### config.mk
export PLATFORM = sky130hd
export DESIGN_NAME = scalar_reg_file_sb
export DESIGN_NICKNAME = d
export VERILOG_FILES = /design/src/rtl/srf_pkg.sv /design/src/rtl/srf_scoreboard.sv /design/src/rtl/scalar_reg_file_sb.sv
export SDC_FILE = /design/constraint.sdc
export NUM_CORES = 1
export LEC_CHECK = 0
export ABC_AREA = 1
export CAP_MARGIN = 25
export CORE_UTILIZATION = 40
export CTS_BUF_LIST = sky130_fd_sc_hd__clkbuf_8
export DETAILED_ROUTE_END_ITERATION = 7
export GPL_ROUTABILITY_DRIVEN = 0
export PLACE_DENSITY = 0.63
export SLEW_MARGIN = 20
export SYNTH_ARGS = -nofsm -noshare
export SYNTH_HDL_FRONTEND = slang
export SYNTH_SLANG_ARGS = --single-unit
### constraint.sdc
create_clock -name clk -period 5.9 [get_ports clk]
set_input_delay 0.59 -clock clk [delete_from_list [all_inputs] [get_ports clk]]
set_output_delay 0.59 -clock clk [all_outputs]
set_load 0.03 [all_outputs]
### src/rtl/srf_pkg.sv
// Shared defaults and types for the scalar register file with busy scoreboard.
package srf_pkg;

  localparam int SRF_DATA_W = 16;
  localparam int SRF_DEPTH  = 16;
  localparam int SRF_ADDR_W = $clog2(SRF_DEPTH);

  typedef logic [SRF_ADDR_W-1:0] reg_addr_t;
  typedef logic [SRF_DATA_W-1:0] reg_data_t;

endpackage

### src/rtl/srf_scoreboard.sv
// Per-register busy bits: reservation at issue sets, writeback clears, set wins on a tie.
module srf_scoreboard
  import srf_pkg::*;
#(
  parameter  int DEPTH  = SRF_DEPTH,
  localparam int ADDR_W = $clog2(DEPTH)
) (
  input  logic              clk,
  input  logic              rst_n,
  input  logic              rsv_en,
  input  logic [ADDR_W-1:0] rsv_dst,
  input  logic              wr_en,
  input  logic [ADDR_W-1:0] wr_dst,
  input  logic [ADDR_W-1:0] rd_addr_1,
  input  logic [ADDR_W-1:0] rd_addr_2,
  output logic              busy_1,
  output logic              busy_2,
  output logic [DEPTH-1:0]  busy_vec
);

  logic [DEPTH-1:0] busy_q;
  logic [DEPTH-1:0] busy_d;

  always_comb begin
    busy_d = busy_q;
    if (wr_en) busy_d[wr_dst] = 1'b0;
    if (rsv_en) busy_d[rsv_dst] = 1'b1;
  end

  always_ff @(posedge clk) begin
    if (!rst_n) busy_q <= '0;
    else        busy_q <= busy_d;
  end

  // A register completing this cycle is forwarded by the bypass, so it need not stall decode.
  assign busy_1   = busy_q[rd_addr_1] & ~(wr_en & (wr_dst == rd_addr_1));
  assign busy_2   = busy_q[rd_addr_2] & ~(wr_en & (wr_dst == rd_addr_2));
  assign busy_vec = busy_q;

endmodule

### src/rtl/scalar_reg_file_sb.sv
// Scalar register file: 2 registered read ports, 1 write port with write-first bypass, busy scoreboard.
// Define SRF_ZERO_REG_EN to hard-wire register 0 to zero (writes and reservations to it are dropped).
module scalar_reg_file_sb
  import srf_pkg::*;
#(
  parameter  int DATA_W = SRF_DATA_W,
  parameter  int DEPTH  = SRF_DEPTH,
  localparam int ADDR_W = $clog2(DEPTH)
) (
  input  logic              clk,
  input  logic              rst_n,
  input  logic [ADDR_W-1:0] rd_addr_1,
  input  logic [ADDR_W-1:0] rd_addr_2,
  output logic [DATA_W-1:0] data_1,
  output logic [DATA_W-1:0] data_2,
  output logic              busy_1,
  output logic              busy_2,
  input  logic              wr_en,
  input  logic [ADDR_W-1:0] wr_dst,
  input  logic [DATA_W-1:0] wr_data,
  input  logic              rsv_en,
  input  logic [ADDR_W-1:0] rsv_dst,
  output logic [DEPTH-1:0]  busy_vec
);

  logic [DATA_W-1:0] regs_q [DEPTH];
  logic [DATA_W-1:0] data_1_q, data_1_d;
  logic [DATA_W-1:0] data_2_q, data_2_d;
  logic              wr_eff;
  logic              rsv_eff;

`ifdef SRF_ZERO_REG_EN
  // Register 0 is never written, so its reset value of zero is what every read sees.
  assign wr_eff  = wr_en  & (wr_dst  != '0);
  assign rsv_eff = rsv_en & (rsv_dst != '0);
`else
  assign wr_eff  = wr_en;
  assign rsv_eff = rsv_en;
`endif

  generate
    for (genvar gi = 0; gi < DEPTH; gi++) begin : g_reg
      always_ff @(posedge clk) begin
        if (!rst_n)                                  regs_q[gi] <= '0;
        else if (wr_eff && (wr_dst == ADDR_W'(gi)))  regs_q[gi] <= wr_data;
      end
    end
  endgenerate

  always_comb begin
    data_1_d = (wr_eff && (wr_dst == rd_addr_1)) ? wr_data : regs_q[rd_addr_1];
    data_2_d = (wr_eff && (wr_dst == rd_addr_2)) ? wr_data : regs_q[rd_addr_2];
  end

  always_ff @(posedge clk) begin
    if (!rst_n) begin
      data_1_q <= '0;
      data_2_q <= '0;
    end else begin
      data_1_q <= data_1_d;
      data_2_q <= data_2_d;
    end
  end

  assign data_1 = data_1_q;
  assign data_2 = data_2_q;

  srf_scoreboard #(
    .DEPTH(DEPTH)
  ) u_scoreboard (
    .clk      (clk),
    .rst_n    (rst_n),
    .rsv_en   (rsv_eff),
    .rsv_dst  (rsv_dst),
    .wr_en    (wr_eff),
    .wr_dst   (wr_dst),
    .rd_addr_1(rd_addr_1),
    .rd_addr_2(rd_addr_2),
    .busy_1   (busy_1),
    .busy_2   (busy_2),
    .busy_vec (busy_vec)
  );

endmodule

=== Yosys cells after proc, flatten, opt, wreduce, memory -nomap -nowiden ===
Memories as Yosys holds them, arrays and structs flattened.
Index checks and enable logic that the tools add are counted.

* Register bits after elaboration: 48
* RAM bits: 256
* Bits of input ports: 36
* Output and inout port bits: 50
* Word-level logic and storage cells: 150
* Memories kept: 1

* $lt $le $gt $ge: 6
* Equality and inequality tests: 17
* Multiplexer cells: 77
* Bitwise gates (word level): 25
* Reduce and logical (&&, ||, !) cells: 21

{| class="wikitable"
|+ Memories
! memory !! depth !! width !! read ports !! clocked after memory_dff !! wr ports !! line !! RTL
|-
| regs_q || 16 || 16 || 2 || 0 || 16 || scalar_reg_file_sb.sv:26 || <nowiki>logic [DATA_W-1:0] regs_q [DEPTH];</nowiki>
|}

{| class="wikitable"
|+ Operators by type and width
! operator !! count
|-
| two-way mux 16 bit || 20
|-
| two-way mux 1 bit || 53
|-
| == test 4 bit, second input constant || 8
|-
| logical AND 1 bit || 20
|-
| less-than comparator 4 x 5 -> 1 bit, second input constant || 4
|-
| bitwise AND 16 bit || 1
|-
| == test 4 x 3 -> 1 bit, second input constant || 4
|-
| inverter 16 bit || 1
|-
| bitwise OR 1 bit || 16
|-
| bitwise OR 16 bit || 1
|-
| binary-select mux 1 bit (select 4 bit) || 2
|-
| demux 1 bit (select 4 bit) || 2
|-
| == test 4 x 2 -> 1 bit, second input constant || 2
|-
| == test 4 bit || 2
|-
| >= comparator 4 x 1 -> 1 bit, second input constant || 2
|-
| bitwise AND 1 bit || 4
|-
| == test 4 x 1 -> 1 bit, second input constant || 1
|-
| logical NOT 4 bit || 1
|-
| inverter 1 bit || 2
|}

=== Logic depth before layout (Yosys ltp) ===
* Word-level depth: 9
* Gate-level depth with buffers: 11

=== By module ===
Synthesis repeated with hierarchy kept, for this count alone.

* Cells, all modules: 2368
* Area total of the unflattened synthesis: 17415.5 µm²

{| class="wikitable"
|+ Modules (own cells, without submodules)
! module !! instances !! cells each !! area an instance (µm²)
|-
| scalar_reg_file_sb || 1 || 2179 || 16273.1
|-
| srf_scoreboard || 1 || 189 || 1142.3
|}

=== Least setup slack after synthesis ===
Ideal clock, no wire load.

* Path type: input -> register
* Start: input port wr_dst[2]
* End: memory regs_q[10][0] (netlist name), enable pin
* Arrival time: 2.212 ns
* Required time: 5.486 ns
* Path slack: 3.274 ns
* Stages on the path: 4
* Buffers on the path: 1
* Cells stage by stage: buf_6 inv_1 nand3_1 o21ai_0

{| class="wikitable"
|+ RTL lines
! element !! line !! RTL
|-
| from (decl) || scalar_reg_file_sb.sv:19 || <nowiki>input logic [ADDR_W-1:0] wr_dst,</nowiki>
|-
| to (decl) || scalar_reg_file_sb.sv:26 ||
|}

=== Worst setup path after layout ===
* Start: input port rd_addr_1[2]
* End: output port busy_1

* Longest elaborated chain between the ends: 4
* Elaborated cells on any way between the ends: 6

{| class="wikitable"
|+ RTL lines
! element !! line !! RTL
|-
| from (decl) || scalar_reg_file_sb.sv:12 || <nowiki>input logic [ADDR_W-1:0] rd_addr_1,</nowiki>
|-
| branches (longest 3 deep; another with binary-select mux 1 bit (select 4 bit)) || - ||
|-
| bitwise AND 1 bit (*) || srf_scoreboard.sv:36 || <nowiki>assign busy_1 = busy_q[rd_addr_1] & ~(wr_en & (wr_dst == rd_addr_1));</nowiki>
|-
| to (decl) || scalar_reg_file_sb.sv:16 || <nowiki>output logic busy_1,</nowiki>
|}

Mark *: on every way between the ends. The select of a mux whose other input is x is not followed.

==> flow_summary_export.csv <==
group,metric,value,unit
floorplan,ios,86,
logic_synthesis,syn-num-nets,2347,
final_layout,area_growth,11.2,%
logic_synthesis,yosysSeqAreaShare,0.504,
power_and_ir_drop,peakVddDrop,135,uV
floorplan,fp.coreArea,42100,um2
logic_synthesis,synth_area_per_cell,7.43,um2
cts,clock_sinks,304,
logic_synthesis,synthCells,2311,
power_and_ir_drop,power.share.sequential,0.485,
placement,io_buffers,85,
sta,period_share,0.696,
global_routing,grt_pass1_vias,15200,
placement,place_hpwl,34.8,mm
global_routing,grt_overflow,0,
cts,postCtsHoldBufs,0,
cts,cts.repair.resized,0,
power_and_ir_drop,p_int,0.00365,W
sta,hold_violations,0,
power_and_ir_drop,clkPwrFrac,0.355,
floorplan,row_count,75,
sta,setup_viol,0,
final_layout,final_common_cell,"nand2_1",
worst_setup_path,crit_required,5310,ps
floorplan,fp.dieW,209,um
sta,slew_viol_final,0,
logic_synthesis,synth.area.top_cells,"edfxtp_1 (45%), nand3_1 (14%), nand2_1 (13%)",
final_layout,drive_gt1_frac,0.0510,
global_routing,grt_usage,0.263,
power_and_ir_drop,switching_power,0.00151,W
cts,cts_tree,"built",
final_layout,diodes,0,
power_and_ir_drop,p_per_area,270,nW/um2
power_and_ir_drop,comb_power_share,0.160,
final_layout,layout.cells.most_common_list,"nand2_1 (595), nand3_1 (495), inv_1 (355), nor2_1 (332), edfxtp_1 (256)",
route,wl_per_cell,19.9,um
worst_setup_path,start_kind,"input pin",
route,dr_total_vias,15800,
worst_setup_path,cp_common_cell,"clkdlybuf4s50_1",
worst_setup_path,path_delay_family,"buffers and inverters",
route,via_per_inst,5.45,
sta,finalSetupTns,0,ps
sta,holdWs,515,ps
sta,slew_headroom,0.260,
floorplan,start_util,0.408,
power_and_ir_drop,p_total,0.00516,W
cts,clockRootBuffer,"clkbuf_8",
sta,max_freq,0.243,GHz
logic_synthesis,synth_top_area_share,0.448,
sta,final.setup_skew,28.3,ps
worst_setup_path,crit_fanout,33,
logic_synthesis,synth_cell_types,31,
worst_setup_path,cp.arrival,3520,ps
cts,cts_setup_buffers,0,
global_routing,antenna_found_initial,0,
floorplan,die_y,209,um
floorplan,dieArea,43800,um2
route,routed_wl,57.6,mm
worst_setup_path,crit_path_top_delay_cell,"clkdlybuf4s50_1",
cts,clk_pin_slew_worst_paths,60,ps
global_routing,grt_start_max_net_pins,91,
min_path,hp-class,"register to register",
worst_setup_path,path_cells,"clkdlybuf4s50_1 > xnor2_1 > nand3_2 > nand2_1 > nor2_1 > clkdlybuf4s50_1",
worst_setup_path,crit_path_end_kind,"primary output",
cts,clk_latency,630,ps
final_layout,fin_nets,2351,
worst_setup_path,reg2reg_setup_slack,4470,ps
power_and_ir_drop,swShare,0.293,
worst_setup_path,worstSetupPathType,"input pin to primary output",
cts,clock_path_buffers,3,
logic_synthesis,synth.largest_area_cell,"edfxtp_1",
global_routing,grt_first_pass_wirelength,87.6,mm
run_status,status,"finished clean",
cts,numCtsBuffers,53,
sta,rsz0062_at_grt,"false",
logic_synthesis,synth_seq_cells,304,
route,first_pass_iters,6,
route,drtAntennaViolNets,0,
sta,fin_crit,4110,ps
logic_synthesis,mappedNetlistArea,17200,um2
worst_setup_path,path_buf_inv,2,
worst_setup_path,cpPeakStageDelay,940,ps
run,cap_violations,0,
route,drtIter0Drc,2009,
final_layout,finish.utilization,0.453,
sta,tightestPinTransition,1110,ps
power_and_ir_drop,leakagePower,8.85,nW
route,post-route-drc-count,0,
cts,htreeDepth,2,
logic_synthesis,ys.warnings.count,0,
-- flip-flops by register name, summed over array words and instances (netlist names) --
register / flops
data_1: 16
regs_q: 256
u_scoreboard.busy_vec: 16
data_2: 16
-- worst reg2reg max path: cells and delay by family, from the launching register on --
kind | cells | cell delay (ps)
buffers and inverters | 2 | 120
and+or+nand+nor | 6 | 840
DFF | 1 | 370
-- path summary, 6_finish.rpt --
path,end,depth (start not counted),from
worst max-delay path,busy_1,6,rd_addr_1[2]
worst min-delay path,u_scoreboard.busy_vec[13],2,u_scoreboard.busy_vec[13]
worst max register to register,data_1[14],8,regs_q[13][14]
worst min register to register,u_scoreboard.busy_vec[13],2,u_scoreboard.busy_vec[13]
-- kinds of logic after synthesis --
logic type                after synthesis  share of synthesized area
buffers and inverters                 502                      0.119
DFF                                   304                      0.504
AOI/OAI and AO/OA                      51                     0.0172
xor gates and xnor gates                2                    0.00102
and+or+nand+nor                      1452                      0.359
-- cells in the mapped netlist, drive strengths merged --
master	count
dfxtp	48
clkbuf	47
nor3	14
nor4	1
nand3	497
a32o	2
xnor2	2
buf	109
or2	5
a21oi	15
nor2	334
nand2	600
clkinv	3
inv	343
nand4	1
o21ai	19
o211ai	7
o22ai	7
edfxtp	256
o32ai	1
-- per-layer routing --
| layer | part of all wire | track usage |
|---|---|---|
| met5 | 0 | 0 |
| met4 | 0.042 | 0.131 |
| met3 | 0.10 | 0.0479 |
| met2 | 0.45 | 0.408 |
| met1 | 0.40 | 0.354 |
-- final cells by class --
cell class                 instances  area, um2
sequential                       304       8650
fill                            4160      23000
clock inverter                    38        200
timing repair buffer             105       1000
multi-input combinational       1505       6500
inverter                         346       1300
clock buffer                      56        771
tap                              539        674
-- stage by stage --
stage | area [um2] | worst slack [ps] | cells
after global routing | 19100 | 1620 | 2893
final | 19100 | 1790 | 2893
after detailed placement | 18100 | 1880 | 2798
after global placement | 18100 | 1890 | 2797
after floorplan | 17200 | 3270 | 2311
after CTS | 19100 | 1870 | 2892
-- power by group through the flow --
stage,clock network (W),registers [W],logic [W]
final,0.00183,0.00250,0.000825
after CTS,0.00187,0.00250,0.000807
after global routing,0.00194,0.00251,0.000894
after global placement,0,0.00254,0.000795
after detailed placement,0,0.00254,0.000804
after floorplan,0,0.00258,0.000482
Power figures use the tool's default switching activity.
